<file path="src/rtl/video_acc_pkg.sv">
// Shared opcodes, FSM state type and instruction field helpers for the
// video accelerator instruction sequencer.
package video_acc_pkg;

  localparam logic [5:0] OP_NOP          = 6'd0;
  localparam logic [5:0] OP_LOAD_RD_FULL = 6'd2;
  localparam logic [5:0] OP_LOAD_WR_FULL = 6'd3;
  localparam logic [5:0] OP_LOAD_RD_LOW  = 6'd4;
  localparam logic [5:0] OP_LOAD_WR_LOW  = 6'd5;
  localparam int         META_END        = 8;

  typedef enum logic [2:0] {
    IDLE       = 3'd0,
    LOAD_HI_RD = 3'd1,
    LOAD_HI_WR = 3'd2,
    ISSUE      = 3'd3,
    WAIT       = 3'd4
  } state_t;

  // Offsets and lengths are stored in 64-byte units in the instruction word.
  function automatic logic [12:0] f_src(input logic [31:0] w);
    return {w[12:6], 6'b0};
  endfunction

  function automatic logic [12:0] f_dst(input logic [31:0] w);
    return {w[19:13], 6'b0};
  endfunction

  function automatic logic [12:0] f_len(input logic [31:0] w);
    return {w[26:20], 6'b0};
  endfunction

endpackage

</file>
<file path="src/rtl/video_inst_fifo.sv">
// First-word-fall-through instruction FIFO with an exact occupancy count.
// A push while full is only accepted when a pop frees the slot in the same cycle.
module video_inst_fifo #(
  parameter int W  = 32,
  parameter int AW = 5
) (
  input  logic          i_clk,
  input  logic          i_rst_n,
  input  logic          i_push,
  input  logic [W-1:0]  i_wdata,
  input  logic          i_pop,
  output logic [W-1:0]  o_rdata,
  output logic [AW:0]   o_count,
  output logic          o_ready,
  output logic          o_empty
);

  localparam int DEPTH = 1 << AW;

  logic [W-1:0]  r_mem [DEPTH];
  logic [AW-1:0] r_wptr;
  logic [AW-1:0] r_rptr;
  logic [AW:0]   r_count;

  logic w_full;
  logic w_empty;
  logic w_pop;
  logic w_push;

  assign w_full  = (r_count == (AW+1)'(DEPTH));
  assign w_empty = (r_count == '0);
  assign w_pop   = i_pop & ~w_empty;
  assign w_push  = i_push & (~w_full | w_pop);

  always_ff @(posedge i_clk or negedge i_rst_n) begin
    if (!i_rst_n) begin
      r_wptr  <= '0;
      r_rptr  <= '0;
      r_count <= '0;
    end else begin
      if (w_push) r_wptr <= r_wptr + AW'(1);
      if (w_pop)  r_rptr <= r_rptr + AW'(1);
      case ({w_push, w_pop})
        2'b10:   r_count <= r_count + (AW+1)'(1);
        2'b01:   r_count <= r_count - (AW+1)'(1);
        default: r_count <= r_count;
      endcase
    end
  end

  always_ff @(posedge i_clk) begin
    if (w_push) r_mem[r_wptr] <= i_wdata;
  end

  assign o_rdata = r_mem[r_rptr];
  assign o_count = r_count;
  assign o_ready = ~w_full;
  assign o_empty = w_empty;

endmodule

</file>
<file path="src/rtl/video_acc_seq.sv">
// Instruction sequencer: decodes base-address loads and data-movement words
// from the FIFO head and issues one read and one write mover command each.
module video_acc_seq
  import video_acc_pkg::*;
#(
  parameter int ADDR_WIDTH = 64,
  parameter int DEST_WIDTH = 3,
  parameter int N_FUN      = 3,
  parameter int FIFO_AW    = 5
) (
  input  logic                  aclk,
  input  logic                  aresetn,
  input  logic [31:0]           inst_data,
  input  logic                  inst_valid,
  output logic                  inst_ready,
  output logic [FIFO_AW:0]      inst_count,
  output logic [ADDR_WIDTH-1:0] rd_addr,
  output logic [12:0]           rd_len,
  output logic                  rd_valid,
  input  logic                  rd_ready,
  output logic [ADDR_WIDTH-1:0] wr_addr,
  output logic                  wr_valid,
  input  logic                  wr_ready,
  output logic [DEST_WIDTH-1:0] route_dest,
  output logic                  busy,
  output logic                  err,
  input  logic                  err_clr,
  output state_t                dbg_state
);

  logic [31:0]           w_head;
  logic                  w_empty;
  logic                  w_pop;
  logic [5:0]            w_op;
  logic                  w_is_mov;

  state_t                r_state, w_state_nxt;
  logic [ADDR_WIDTH-1:0] r_base_rd, r_base_wr;
  logic [ADDR_WIDTH-1:0] r_rd_addr, r_wr_addr;
  logic [12:0]           r_rd_len;
  logic [DEST_WIDTH-1:0] r_route_dest;
  logic                  r_rd_valid, r_wr_valid, r_err;

  logic w_rd_v_nxt, w_wr_v_nxt;
  logic w_ld_rd_lo, w_ld_wr_lo, w_ld_rd_hi, w_ld_wr_hi;
  logic w_issue, w_set_err;

  video_inst_fifo #(.W(32), .AW(FIFO_AW)) u_fifo (
    .i_clk   (aclk),
    .i_rst_n (aresetn),
    .i_push  (inst_valid),
    .i_wdata (inst_data),
    .i_pop   (w_pop),
    .o_rdata (w_head),
    .o_count (inst_count),
    .o_ready (inst_ready),
    .o_empty (w_empty)
  );

  assign w_op     = w_head[5:0];
  assign w_is_mov = (w_op >= 6'(META_END)) && (w_op <= 6'(META_END + N_FUN));

  // Mover handshake: a command transfers on a cycle where valid and ready are
  // both high; valid then drops. ready=1 also means the mover is idle, which is
  // only trusted as completion once both commands have transferred (WAIT).
  always_comb begin
    w_state_nxt = r_state;
    w_pop       = 1'b0;
    w_rd_v_nxt  = r_rd_valid;
    w_wr_v_nxt  = r_wr_valid;
    w_ld_rd_lo  = 1'b0;
    w_ld_wr_lo  = 1'b0;
    w_ld_rd_hi  = 1'b0;
    w_ld_wr_hi  = 1'b0;
    w_issue     = 1'b0;
    w_set_err   = 1'b0;
    case (r_state)
      IDLE: begin
        if (!w_empty) begin
          if (w_op == OP_NOP) begin
            w_pop = 1'b1;
          end else if (w_op == OP_LOAD_RD_FULL || w_op == OP_LOAD_RD_LOW) begin
            w_pop      = 1'b1;
            w_ld_rd_lo = 1'b1;
            if (w_op == OP_LOAD_RD_FULL) w_state_nxt = LOAD_HI_RD;
          end else if (w_op == OP_LOAD_WR_FULL || w_op == OP_LOAD_WR_LOW) begin
            w_pop      = 1'b1;
            w_ld_wr_lo = 1'b1;
            if (w_op == OP_LOAD_WR_FULL) w_state_nxt = LOAD_HI_WR;
          end else if (w_is_mov) begin
            if (f_len(w_head) == '0) begin
              w_pop = 1'b1;
            end else begin
              w_issue     = 1'b1;
              w_rd_v_nxt  = 1'b1;
              w_wr_v_nxt  = 1'b1;
              w_state_nxt = ISSUE;
            end
          end else begin
            w_pop     = 1'b1;
            w_set_err = 1'b1;
          end
        end
      end
      LOAD_HI_RD, LOAD_HI_WR: begin
        if (!w_empty) begin
          w_pop       = 1'b1;
          w_ld_rd_hi  = (r_state == LOAD_HI_RD);
          w_ld_wr_hi  = (r_state == LOAD_HI_WR);
          w_state_nxt = IDLE;
        end
      end
      ISSUE: begin
        w_rd_v_nxt = r_rd_valid & ~rd_ready;
        w_wr_v_nxt = r_wr_valid & ~wr_ready;
        if (!w_rd_v_nxt && !w_wr_v_nxt) w_state_nxt = WAIT;
      end
      WAIT: begin
        if (rd_ready && wr_ready) begin
          w_pop       = 1'b1;
          w_state_nxt = IDLE;
        end
      end
      default: w_state_nxt = IDLE;
    endcase
  end

  always_ff @(posedge aclk or negedge aresetn) begin
    if (!aresetn) begin
      r_state      <= IDLE;
      r_base_rd    <= '0;
      r_base_wr    <= '0;
      r_rd_addr    <= '0;
      r_wr_addr    <= '0;
      r_rd_len     <= '0;
      r_route_dest <= '0;
      r_rd_valid   <= 1'b0;
      r_wr_valid   <= 1'b0;
      r_err        <= 1'b0;
    end else begin
      r_state    <= w_state_nxt;
      r_rd_valid <= w_rd_v_nxt;
      r_wr_valid <= w_wr_v_nxt;
      if (w_ld_rd_lo) r_base_rd[31:6] <= w_head[31:6];
      if (w_ld_wr_lo) r_base_wr[31:6] <= w_head[31:6];
      if (w_ld_rd_hi) r_base_rd[ADDR_WIDTH-1:32] <= w_head[ADDR_WIDTH-33:0];
      if (w_ld_wr_hi) r_base_wr[ADDR_WIDTH-1:32] <= w_head[ADDR_WIDTH-33:0];
      if (w_issue) begin
        r_rd_addr    <= r_base_rd + ADDR_WIDTH'(f_src(w_head));
        r_wr_addr    <= r_base_wr + ADDR_WIDTH'(f_dst(w_head));
        r_rd_len     <= f_len(w_head);
        r_route_dest <= DEST_WIDTH'(w_op - 6'(META_END));
      end
      if (err_clr)        r_err <= 1'b0;
      else if (w_set_err) r_err <= 1'b1;
    end
  end

  assign rd_addr    = r_rd_addr;
  assign wr_addr    = r_wr_addr;
  assign rd_len     = r_rd_len;
  assign rd_valid   = r_rd_valid;
  assign wr_valid   = r_wr_valid;
  assign route_dest = r_route_dest;
  assign err        = r_err;
  assign busy       = (r_state != IDLE) || !w_empty;
  assign dbg_state  = r_state;

endmodule
</file>
<file path="config.mk">
export PLATFORM = sky130hd
export DESIGN_NAME = video_acc_seq
export DESIGN_NICKNAME = d
export VERILOG_FILES = /design/src/rtl/video_acc_pkg.sv /design/src/rtl/video_inst_fifo.sv /design/src/rtl/video_acc_seq.sv
export SDC_FILE = /design/constraint.sdc
export NUM_CORES = 2
export LEC_CHECK = 0
export BUFFER_PORTS_ARGS = -buffer_cell sky130_fd_sc_hd__buf_2
export CAP_MARGIN = 15
export CORE_MARGIN = 5
export CORE_UTILIZATION = 60
export CTS_CLUSTER_SIZE = 30
export DETAILED_ROUTE_END_ITERATION = 6
export PLACE_DENSITY = 0.78
export SYNTH_ARGS = -nofsm -noshare
export SYNTH_HDL_FRONTEND = slang
export SYNTH_SLANG_ARGS = --single-unit
</file>
<file path="constraint.sdc">
create_clock -name aclk -period 6.5 [get_ports aclk]
set_input_delay 1.3 -clock aclk [delete_from_list [all_inputs] [get_ports aclk]]
set_output_delay 1.3 -clock aclk [all_outputs]
set_load 0.03 [all_outputs]
</file>
==> flow_summary.toml <==
[status]
outcome = "finished clean"

[sta]
rsz0062_at_grt = "false"
slew_violations = 0
tns_ns = 0
min_period_over_period_pct = 86.04
max-slew-margin-rel_pct = 9.358
min_period_ns = 5.593
worstMarginPinSlew_ns = 1.322
final_hold_viol_count = 0
max_freq_mhz = 178.8
setup-violations-final = 0
fin_skew_ns = 0.02898

[critical_path]
r2r_end = "u_fifo.o_count[5]"
endpoint_kind = "flop"
cp_max_fo = 41
cp-start-kind = "flop"
ff2ff_setup_slack_ns = 0.91
r2r-start = "u_fifo.r_rptr[0]"
required_ns = 7.13
reg2regPathDepth = 19
critPathArrivalTime_ns = 6.22
critPathKind = "flop to flop"

[clock_network]
cts_resized = 0
cts_buffers = 121
clock_path_buffers = 3
cts_tree = "yes"
cts_root_buffer = "clkbuf_16"
path_clk_slew_ns = 0.07
hold_buffers = 0
postCtsSetupBuffers = 0
cts-htree-levels = 3
cts.sinks = 1288
clkLatencyLatePin_ns = 0.71

[layout]
nNetsFinal = 3114
multi_input_area_um2 = 13960
area_growth_pct = 12.99
layout.cells.most_common = "edfxtp_1"
final_cell_mix = "edfxtp_1 (1024), dfrtp_1 (261), mux4_2 (260)"
stdcell_count = 4314
seq_area_um2 = 37370
drive_above_1_share_pct = 29.39
fillers = 5228

[logic_synthesis]
synthXorXnorAreaFrac_pct = 2.072
yosys.cell_types.count = 72
synthMuxAreaShare_pct = 16.79
async_flop_share_pct = 20.50
seq_area_frac_synth_pct = 71.85
synth_top_cell_by_area = "edfxtp_1"
synth_adder_area_share_pct = 0.6690
synth_top_family_by_area = "multiplexers"
yosysTopAreaCellShare_pct = 59.14
synth_area_um2 = 51990
synthFlopType = "edfxtp_1"
synth_edf_count = 1024
ys_ff_latch = 1288
synth-simple-area-share_pct = 3.961
avgSynthCellArea_um2 = 18.73
synthTopCellsByArea = "edfxtp_1 (59%), dfrtp_1 (13%), mux4_2 (11%)"
ys_warn_count = 12
syn_inst = 2776
synth_compound_area_share_pct = 2.729

[power]
ir_drop_mv = 0.3139
power.density_nw_per_um2 = 484.3
cellLeakagePower_nw = 20.77

[hold_path]
holdPathEnd = "wr_addr[21]"
hold_depth = 1
worst_hold_startpoint = "wr_addr[21]"
hold_class = "flop to flop"

[drt]
drt_wl_total_mm = 132.8
ant_nets = 0
firstDrtPassIters = 7
drt-initial-drc-count = 3705
vias = 28420
routedWlPerCell_um = 30.79
viasPerCell = 6.587
drc = 0

[global_routing]
grt_usage_pct = 28.46
grt_pass1_wl_mm = 194.7
antenna_found_initial = 10
grt_remaining_overflow = 0
grt_pass1_vias = 28770
grt_max_degree = 151

[placed_design]
port_buffers = 177
gp_congestion = 0.8936
hpwl_mm = 79.03
placedCellCount = 4081

[flow_run]
drv_cap = 0

[floorplan]
die_h_um = 304.4
die_area_um2 = 92640
rows = 108
start_util_pct = 60.21
core_um2 = 86350
die_x_um = 304.4
io_pins = 196
## cell usage after synthesis, types with 7 or more instances
cell,number
and3_1,20
a22oi_1,20
xor2_1,21
nor2b_1,11
a21oi_1,36
dfrtp_1,264
mux2_1,22
nor3_1,7
nand2_1,140
o21ai_0,43
mux2_2,148
buf_4,29
inv_1,38
nand2b_1,7
buf_2,46
mux4_2,260
nand3_1,55
o221ai_1,13
clkbuf_1,53
a22o_1,10
ha_1,23
o22a_1,10
buf_6,12
mux4_1,9
xnor2_1,102
mux2i_1,72
a31oi_1,26
nor2_1,113
edfxtp_1,1024
and2_1,14
o211ai_1,10
nand4_1,32
## where the power goes
group / leakage [nW] / total [mW] / internal (mW) / switching [mW]
Sequential: 12.6 / 11.1 / 10.1 / 1.08
Clock: 1.96 / 7.11 / 4.03 / 3.08
Combinational: 6.24 / 10.2 / 4.11 / 6.08
Total: 20.8 / 28.5 / 18.2 / 10.2
## state kept, by name, indices dropped and copies added, names as in the netlist, 5 cells and up
name / flops
rd_len: 7
r_base_wr: 58
wr_addr: 58
u_fifo.r_mem: 1024
u_fifo.r_rptr: 5
rd_addr: 58
u_fifo.r_wptr: 5
r_base_rd: 58
u_fifo.o_count: 6
## critical path: stages (launching register included)
cell and delay (ns):
dfrtp_4 0.99, buf_12 0.39, mux4_2 0.55, a22oi_1 0.22
nand4_1 0.24, a222oi_1 0.49, buf_4 0.23, nand2_1 0.13
o31ai_4 0.25, or2_2 0.17, inv_1 0.10, ha_1 0.29
a21o_1 0.18, a21oi_1 0.24, nor2b_1 0.07, o21ai_0 0.19
nand2b_1 0.12, and3b_1 0.19, mux2_2 0.26, mux2i_1 0.14
## worst max path at each step
stage | from | to | slack, ns | cells past startpoint
after floorplan | u_fifo.r_rptr[0] | rd_addr[38] | 0.71 | 21
after CTS | u_fifo.r_rptr[0] | u_fifo.o_count[5] | 0.87 | 19
after detailed placement | u_fifo.r_rptr[0] | u_fifo.o_count[5] | 0.92 | 19
after global routing | u_fifo.r_rptr[0] | u_fifo.o_count[5] | 0.46 | 19
final | u_fifo.r_rptr[0] | u_fifo.o_count[5] | 0.91 | 19
after global placement | u_fifo.r_rptr[0] | wr_addr[26] | 1.09 | 15
## stage by stage
| stage | setup slack, ns | total power, mW | cell area, um^2 | hold WS [ns] | utilization (%) |
|---|---|---|---|---|---|
| after floorplan | 0.7062 | 17.69 | 52050 | 0.4498 | - |
| after global placement | 1.086 | 20.99 | 54730 | 0.4643 | 63.38 |
| after detailed placement | 0.9206 | 21.30 | 54730 | 0.4738 | 63.38 |
| after CTS | 0.8738 | 28.43 | 58720 | 0.4871 | 68.00 |
| after global routing | 0.4648 | 29.49 | 58740 | 0.5084 | 68.03 |
| final | 0.9075 | 28.45 | 58750 | 0.4855 | 68.03 |
## logic make-up (layout without fill, tap and decap cells)
kind of cell | after synthesis | in the layout
AO/OA/AOI/OAI | 207 | 207
flip-flops | 1288 | 1288
adder cells (fa/ha/maj) | 26 | 26
XOR/XNOR | 123 | 123
buffers and inverters | 189 | 550
other | 1 | 23
multiplexers | 511 | 511
AND/OR/NAND/NOR | 431 | 431
## metal layers
metal	up-vias	wire (um)	part of all wire [%]	global-route usage, %
met3	305	13720	10	5.324
met1	14660	48050	36	38.64
met4	4	5497	4.1	11.06
li1	11550	-	-	-
met2	1903	65540	49	46.80
met5	-	21	0.016	0
## cell type report
class	instances	share of cell area [%]
inverter	40	0.2556
tap	1155	2.460
timing repair buffer	283	3.105
clock inverter	88	1.429
antenna	5	0.02130
clock buffer	139	5.359
sequential	1288	63.61
multi-input combinational	1316	23.76
Note: power is estimated with default switching activity, not from simulation.
